--- config.mk ---
export PLATFORM = sky130hd
export DESIGN_NAME = acc_cpu_gen2
export DESIGN_NICKNAME = d
export VERILOG_FILES = /design/src/rtl/acc_cpu_gen2.sv
export SDC_FILE = /design/constraint.sdc
export NUM_CORES = 1
export LEC_CHECK = 0
export CAP_MARGIN = 10
export CORE_MARGIN = 2
export CORE_UTILIZATION = 62
export DETAILED_ROUTE_END_ITERATION = 16
export PLACE_DENSITY = 0.83
export SYNTH_ARGS = -nofsm -noshare
export SYNTH_HDL_FRONTEND = slang
export SYNTH_SLANG_ARGS = --single-unit
export TNS_END_PERCENT = 5
--- constraint.sdc ---
create_clock -name clk -period 6.15 [get_ports clk]
set_input_delay 1.23 -clock clk [delete_from_list [all_inputs] [get_ports clk]]
set_output_delay 1.23 -clock clk [all_outputs]
set_load 0.01 [all_outputs]
--- src/rtl/acc_cpu_gen2.sv ---
// Multi-cycle accumulator CPU: FETCH/DECODE/EXEC/HALT with carry/zero flags and internal data memory.
// Optional CALL/RET link register is enabled with the ACC_CPU_CALLRET_EN macro.
module acc_cpu_gen2 #(
    parameter int DATA_W = 8,
    parameter int ADDR_W = 4,
    parameter int PC_W   = 8
) (
    input  logic                clk,
    input  logic                rst,
    input  logic [ADDR_W+3:0]   instruction,
    input  logic                instr_valid,
    output logic                instr_ready,
    output logic [PC_W-1:0]     pc,
    output logic [DATA_W-1:0]   a,
    output logic                flag_z,
    output logic                flag_c,
    output logic                halted
);

    // Fetch handshake: an instruction is taken on a rising edge where
    // instr_valid && instr_ready; instr_ready is high only in FETCH.

    localparam int DEPTH = 1 << ADDR_W;
    localparam int MIN_W = (DATA_W < ADDR_W) ? DATA_W : ADDR_W;

    localparam logic [3:0] OP_LDA  = 4'd0;
    localparam logic [3:0] OP_STA  = 4'd1;
    localparam logic [3:0] OP_AND  = 4'd2;
    localparam logic [3:0] OP_ADD  = 4'd3;
    localparam logic [3:0] OP_SUB  = 4'd4;
    localparam logic [3:0] OP_JZ   = 4'd5;
    localparam logic [3:0] OP_JMP  = 4'd6;
    localparam logic [3:0] OP_MOVI = 4'd8;
    localparam logic [3:0] OP_OR   = 4'd9;
    localparam logic [3:0] OP_XOR  = 4'd10;
    localparam logic [3:0] OP_ADC  = 4'd11;
    localparam logic [3:0] OP_JC   = 4'd12;
`ifdef ACC_CPU_CALLRET_EN
    localparam logic [3:0] OP_CALL = 4'd13;
    localparam logic [3:0] OP_RET  = 4'd14;
`endif
    localparam logic [3:0] OP_HLT  = 4'd15;

    typedef enum logic [1:0] {
        S_FETCH  = 2'd0,
        S_DECODE = 2'd1,
        S_EXEC   = 2'd2,
        S_HALT   = 2'd3
    } state_t;

    state_t              state;
    logic [ADDR_W+3:0]   ir;
    logic [ADDR_W-1:0]   rd_addr;
    logic [DATA_W-1:0]   opnd;
    logic [DATA_W-1:0]   mem [DEPTH];
`ifdef ACC_CPU_CALLRET_EN
    logic [PC_W-1:0]     link;
`endif

    logic [3:0]          op;
    logic [ADDR_W-1:0]   x;
    logic [PC_W-1:0]     x_pc;
    logic [DATA_W-1:0]   x_data;
    logic [DATA_W:0]     sum_add;
    logic [DATA_W:0]     sum_adc;
    logic [DATA_W:0]     diff;
    logic [DATA_W-1:0]   alu_res;
    logic                alu_c;
    logic                wr_a;
    logic                wr_c;

    assign op = ir[ADDR_W+3:ADDR_W];
    assign x  = ir[ADDR_W-1:0];

    always_comb begin
        x_pc = '0;
        x_pc[ADDR_W-1:0] = x;
        x_data = '0;
        x_data[MIN_W-1:0] = x[MIN_W-1:0];
    end

    // Carry is the top bit of the widened result; for SUB that bit is the borrow.
    assign sum_add = {1'b0, a} + {1'b0, opnd};
    assign sum_adc = {1'b0, a} + {1'b0, opnd} + {{DATA_W{1'b0}}, flag_c};
    assign diff    = {1'b0, a} - {1'b0, opnd};

    always_comb begin
        alu_res = a;
        alu_c   = flag_c;
        wr_a    = 1'b0;
        wr_c    = 1'b0;
        case (op)
            OP_LDA:  begin alu_res = opnd;       wr_a = 1'b1; end
            OP_AND:  begin alu_res = a & opnd;   wr_a = 1'b1; end
            OP_OR:   begin alu_res = a | opnd;   wr_a = 1'b1; end
            OP_XOR:  begin alu_res = a ^ opnd;   wr_a = 1'b1; end
            OP_MOVI: begin alu_res = x_data;     wr_a = 1'b1; end
            OP_ADD:  begin {alu_c, alu_res} = sum_add; wr_a = 1'b1; wr_c = 1'b1; end
            OP_SUB:  begin {alu_c, alu_res} = diff;    wr_a = 1'b1; wr_c = 1'b1; end
            OP_ADC:  begin {alu_c, alu_res} = sum_adc; wr_a = 1'b1; wr_c = 1'b1; end
            default: begin end
        endcase
    end

    // Store lands on the EXEC edge, so the next instruction's DECODE read sees it.
    always_ff @(posedge clk or posedge rst) begin
        if (rst) begin
            for (int i = 0; i < DEPTH; i++) mem[i] <= '0;
        end else if (state == S_EXEC && op == OP_STA) begin
            mem[x] <= a;
        end
    end

    always_ff @(posedge clk or posedge rst) begin
        if (rst) begin
            state       <= S_FETCH;
            pc          <= '0;
            a           <= '0;
            flag_z      <= 1'b0;
            flag_c      <= 1'b0;
            halted      <= 1'b0;
            instr_ready <= 1'b1;
            ir          <= '0;
            rd_addr     <= '0;
            opnd        <= '0;
`ifdef ACC_CPU_CALLRET_EN
            link        <= '0;
`endif
        end else begin
            case (state)
                S_FETCH: begin
                    if (instr_valid) begin
                        ir          <= instruction;
                        rd_addr     <= instruction[ADDR_W-1:0];
                        pc          <= pc + PC_W'(1);
                        instr_ready <= 1'b0;
                        state       <= S_DECODE;
                    end
                end
                S_DECODE: begin
                    opnd  <= mem[rd_addr];
                    state <= S_EXEC;
                end
                S_EXEC: begin
                    if (wr_a) begin
                        a      <= alu_res;
                        flag_z <= (alu_res == '0);
                    end
                    if (wr_c) flag_c <= alu_c;
                    case (op)
                        OP_JZ:  if (flag_z) pc <= x_pc;
                        OP_JC:  if (flag_c) pc <= x_pc;
                        OP_JMP: pc <= x_pc;
`ifdef ACC_CPU_CALLRET_EN
                        OP_CALL: begin
                            link <= pc;
                            pc   <= x_pc;
                        end
                        OP_RET: pc <= link;
`endif
                        default: begin end
                    endcase
                    if (op == OP_HLT) begin
                        halted <= 1'b1;
                        state  <= S_HALT;
                    end else begin
                        instr_ready <= 1'b1;
                        state       <= S_FETCH;
                    end
                end
                S_HALT: begin
                    state <= S_HALT;
                end
                default: state <= S_FETCH;
            endcase
        end
    end

endmodule

# --- After elaboration in Yosys (flattened, before gate mapping) ---
# Cells that the tools add are included.
# Widths: inputs -> output; s select.
totals:
  wordCells: 94
  out_inout_bits: 20
  inputBits: 11
  regBits: 170
op_classes:
  order_cmp: 3
  n_reduce_logical: 15
  bitwise_logic: 5
  mux: 21
  add_sub_neg: 4
  eq_ne: 20
op_table:
  columns: ["operator", "n"]
  rows:
  - ["$bwmux 128", 1]
  - ["$pmux 8 s8", 1]
  - ["$mux 8", 6]
  - ["$bmux 8 s4", 1]
  - ["$demux 8 s4", 1]
  - ["$eq 4x4->1 const B", 6]
  - ["$pmux 8 s3", 1]
  - ["$pmux 8 s2", 1]
  - ["$eq 4x3->1 const B", 3]
  - ["$ge 5x5->1 const B", 2]
  - ["$not 4->5", 2]
  - ["$add 8x8->9", 1]
  - ["$add 9x1->9", 1]
  - ["$sub 8x8->9", 1]
  - ["$add 8x1->8 const B", 1]
  - ["$and 8x8->8", 1]
  - ["$eq 4x2->1 const B", 2]
  - ["$logic_not 8->1", 1]
  - ["$or 8x8->8", 1]
  - ["$pmux 2 s4", 1]
  - ["$reduce_or 8->1", 1]
  - ["$xor 8x8->8", 1]
  - ["$ne 3x3->1 const B", 2]
  - ["$reduce_and 2->1", 3]
  - ["18 further kinds", 26]

# --- Longest topological paths before layout ---
logic_depth:
  depth_word: 6
  mapped_depth: 12
  depth_no_buf: 12

# --- Worst setup path before layout ---
# OpenSTA, ideal clock, no wires.
synth_path:
  path_type: "register to register"
  start: "reg a[1]"
  end: "reg flag_z"
  stages_incl_launch_ff: 11
  path_buffers: 0
  required_ns: 6.058
  slack_ns: 3.369
  period_less_slack_ns: 2.781
  setup_time_ns: 0.092
  arrival_ns: 2.690
  path_cell_list: "dfrtp_1 inv_1 ha_1 a21o_2 a211o_1 and4_4 and3_4 xnor3_1 a221oi_2 nand3_1 o31ai_2"
synth_via:
  elab_chain_len: 4
  word_cells_on_any_way: 8
  classes_between: "add/sub (3); mux (1); bitwise (3); reduce/logical (1)"
synth_lines:
  columns: ["element", "line_no", "text"]
  rows:
  - ["start, declared", "14", "output logic [DATA_W-1:0] a,"]
  - ["start signal, assigned", "146", "a <= alu_res;"]
  - ["$add 8x8->9", "83, 84", null]
  - ["$add 9x1->9", "84", "assign sum_adc = {1'b0, a} + {1'b0, opnd} + {{DATA_W{1'b0}}, flag_c};"]
  - ["$pmux 8 s8 (*)", "92", "case (op)"]
  - ["$logic_not 8->1 (*)", "147", "flag_z <= (alu_res == '0);"]
  - ["end signal, assigned", "147", null]
  - ["end, declared", "15", "output logic flag_z,"]
# Mark *: on every way between the ends. The rest lies on a longest branch, timed or not.
# A chain may end at the register's enable or synchronous reset.

# --- Worst setup path in the final report ---
# Same ends and word-level chain as after synthesis.

==> flow_summary.ini <==
[clock_network]
cts.sinks = 166
cts.clk_slew.worst_paths_ps = 60
cts_buffers = 17
clock-root-buffer = clkbuf_16
cts_hold_buf = 0
h-tree-depth = 4
cts-resized-gates = 0
cts_buffer_depth = 2
clk_latency_ps = 430
post-cts-setup-buffer-count = 0
cts_tree = done

[detailed_routing]
vias = 6305
drt_iter0_drc = 829
drc_errors = 0
ant_nets = 0
wl_per_cell_um = 23.4
routed_wirelength_mm = 22.4
first_pass_iters = 5
viasPerCell = 6.60

[global_routing]
grt_overflow = 0
grt_pass1_vias = 6452
grt_pass1_wl_mm = 35.2
grt_usage_pct = 31.5
grt_max_degree = 114
antenna_found_initial = 0

[synthesis]
synth-edff-count = 0
postSynthAreaPerCell_um2 = 11.7
synthMuxAreaShare_pct = 23.3
async_reset_ff_share_pct = 100
ys_top_cells_by_area = dfrtp_1, mux2_2, mux4_2, o21ai_0, ha_1
synthSimpleGateAreaFrac_pct = 9.72
ys_types = 69
synth_flop_cell = dfrtp_1
synth_top_family_by_area = multiplexers
synth-compound-area-share_pct = 10.1
synth_seq_cells = 166
yosysWarnings = 0
syn_nets = 795
ys_seq_area_share_pct = 46.9
syn_area_um2 = 8860
syn_inst = 755
synth-adder-area-share_pct = 4.27
synth_top_area_cell = dfrtp_1
synth_top_area_share_pct = 46.6
synthXorXnorAreaFrac_pct = 2.22

[final_layout]
antenna_cells = 0
flow.area_growth_from_synthesis_pct = 11.0
fin_area_um2 = 9830
nNetsFinal = 802
mostFrequentLayoutCells = dfrtp_1, mux2_2, nand2_1, o21ai_0, mux4_2
fillerInstances = 922
drive_above_1_share_pct = 24.4
layout.area.seq_um2 = 4160
final_common_cell = dfrtp_1
multi_input_area_um2 = 4400

[worst_setup_path]
criticalPathCategory = flop to flop
crit_path_start_kind = flop
worstPathArrival_ps = 3760
end_kind = flop
required_ps = 6480
cp_max_fo = 15

[floorplan]
fp.dieW_um = 124
fp.coreArea_um2 = 13900
start_util_pct = 63.6
rows = 43
io_pins = 31
dieArea_um2 = 15300
die_height_um = 124

[sta]
fmax_mhz = 292
relSlewSlack_pct = 26.3
min_period_over_period_pct = 55.8
worstMarginPinSlew_ps = 1100
hold_viol_final = 0
setup_viol = 0
fin_skew_ps = 14.9
hold_ws_ps = 480
slew_viol_final = 0
setup_tns_ps = 0
fin_crit_ps = 3430
rsz0062_at_grt = no

[placed_design]
gp_congestion = 0.888
dp_hpwl_mm = 15.1
io_buffers = 30
dpl_cell_area_um2 = 9220

[min_path]
hold_path.class = flop to flop

[pwr]
p_leak_nw = 4.40
power_density_nw_per_um2 = 431
ir_drop_v = 0.000229

[outcome]
run_status = finished, final reports clean

[flow_run]
drv_cap = 0
cell families after synthesis:
logic type	after synthesis
compound gates	146
xor+xnor	20
fa+ha+maj	29
buf+inv	75
flops	166
mux	140
simple gates	179
worst max-delay path, cell delays in order (launching register included):
cell	delay (ps)
dfrtp_1	680
inv_1	300
fa_1	640
inv_1	50
ha_1	290
mux4_1	480
nand2_1	80
o211ai_1	140
nor4_1	340
nand3_1	130
o31ai_2	200
flip-flops by register name, indices dropped and copies added, names as in the netlist:
signal       flops
mem            128
flag_z           1
ir               8
a                8
pc               8
state            2
flag_c           1
instr_ready      1
opnd             8
halted           1
power breakdown:
| part | internal (mW) | total, mW | switching, mW |
|---|---|---|---|
| clock | 0.662 | 1.10 | 0.437 |
| combinational | 0.690 | 1.54 | 0.847 |
| sequential | 1.26 | 1.60 | 0.337 |
| total | 2.61 | 4.24 | 1.62 |
per-stage QoR:
step / std cells / util (%) / worst slack (ps) / power [mW]
after floorplan: 755 / - / 432 / 2.63
after global placement: 923 / 66.2 / 3000 / 3.06
after detailed placement: 923 / 66.2 / 2850 / 3.11
after CTS: 955 / 70.6 / 2770 / 4.22
after global routing: 955 / 70.6 / 2490 / 4.45
final: 955 / 70.6 / 2720 / 4.24
final cells by class:
cell class | instances | share of cell area [%]
Tap cell | 180 | 2.29
Clock buffer | 21 | 4.68
Multi-Input combinational cell | 514 | 44.7
Timing Repair Buffer | 34 | 3.36
Inverter | 29 | 1.16
Clock inverter | 11 | 1.51
Sequential cell | 166 | 42.3
worst paths after layout:
path                                      startpoint                    to  slack [ps]  cells after the start
worst min-delay path            mem[101]$_DFFE_PP0P_  mem[101]$_DFFE_PP0P_         480                      2
min in group asynchronous                        rst    mem[0]$_DFFE_PP0P_        1420                      2
worst max register to register      a[1]$_DFFE_PP0P_    flag_z$_DFFE_PP0P_        2720                     10
worst min register to register  mem[101]$_DFFE_PP0P_  mem[101]$_DFFE_PP0P_         480                      2
max in group asynchronous                        rst  mem[116]$_DFFE_PP0P_        3440                      3
worst max-delay path                a[1]$_DFFE_PP0P_    flag_z$_DFFE_PP0P_        2720                     10
synthesized netlist by cell type (3+ instances only):
master,count
nand2_1,78
nor2_1,33
a21oi_1,22
a21o_1,3
nor3_1,5
a31oi_1,4
nand3_1,9
xor2_1,9
nand3b_1,4
mux4_2,42
nand2b_1,12
buf_2,9
clkbuf_1,34
ha_1,27
nand4_1,6
mux2i_1,4
o211ai_1,4
o21ai_0,77
o31ai_1,3
and3_1,5
inv_1,29
xnor2_1,9
nor2b_1,8
or2_2,3
or3_1,4
dfrtp_1,165
mux2_2,93
per-layer routing:
layer | vias up | track usage [%] | routed length [um]
li1 | 2743 | - | -
met1 | 3205 | 41.3 | 8970
met2 | 292 | 49.9 | 11100
met3 | 65 | 6.27 | 1500
met4 | 0 | 16.6 | 839
met5 | - | 0 | 0
Power figures use the tool's default switching activity.
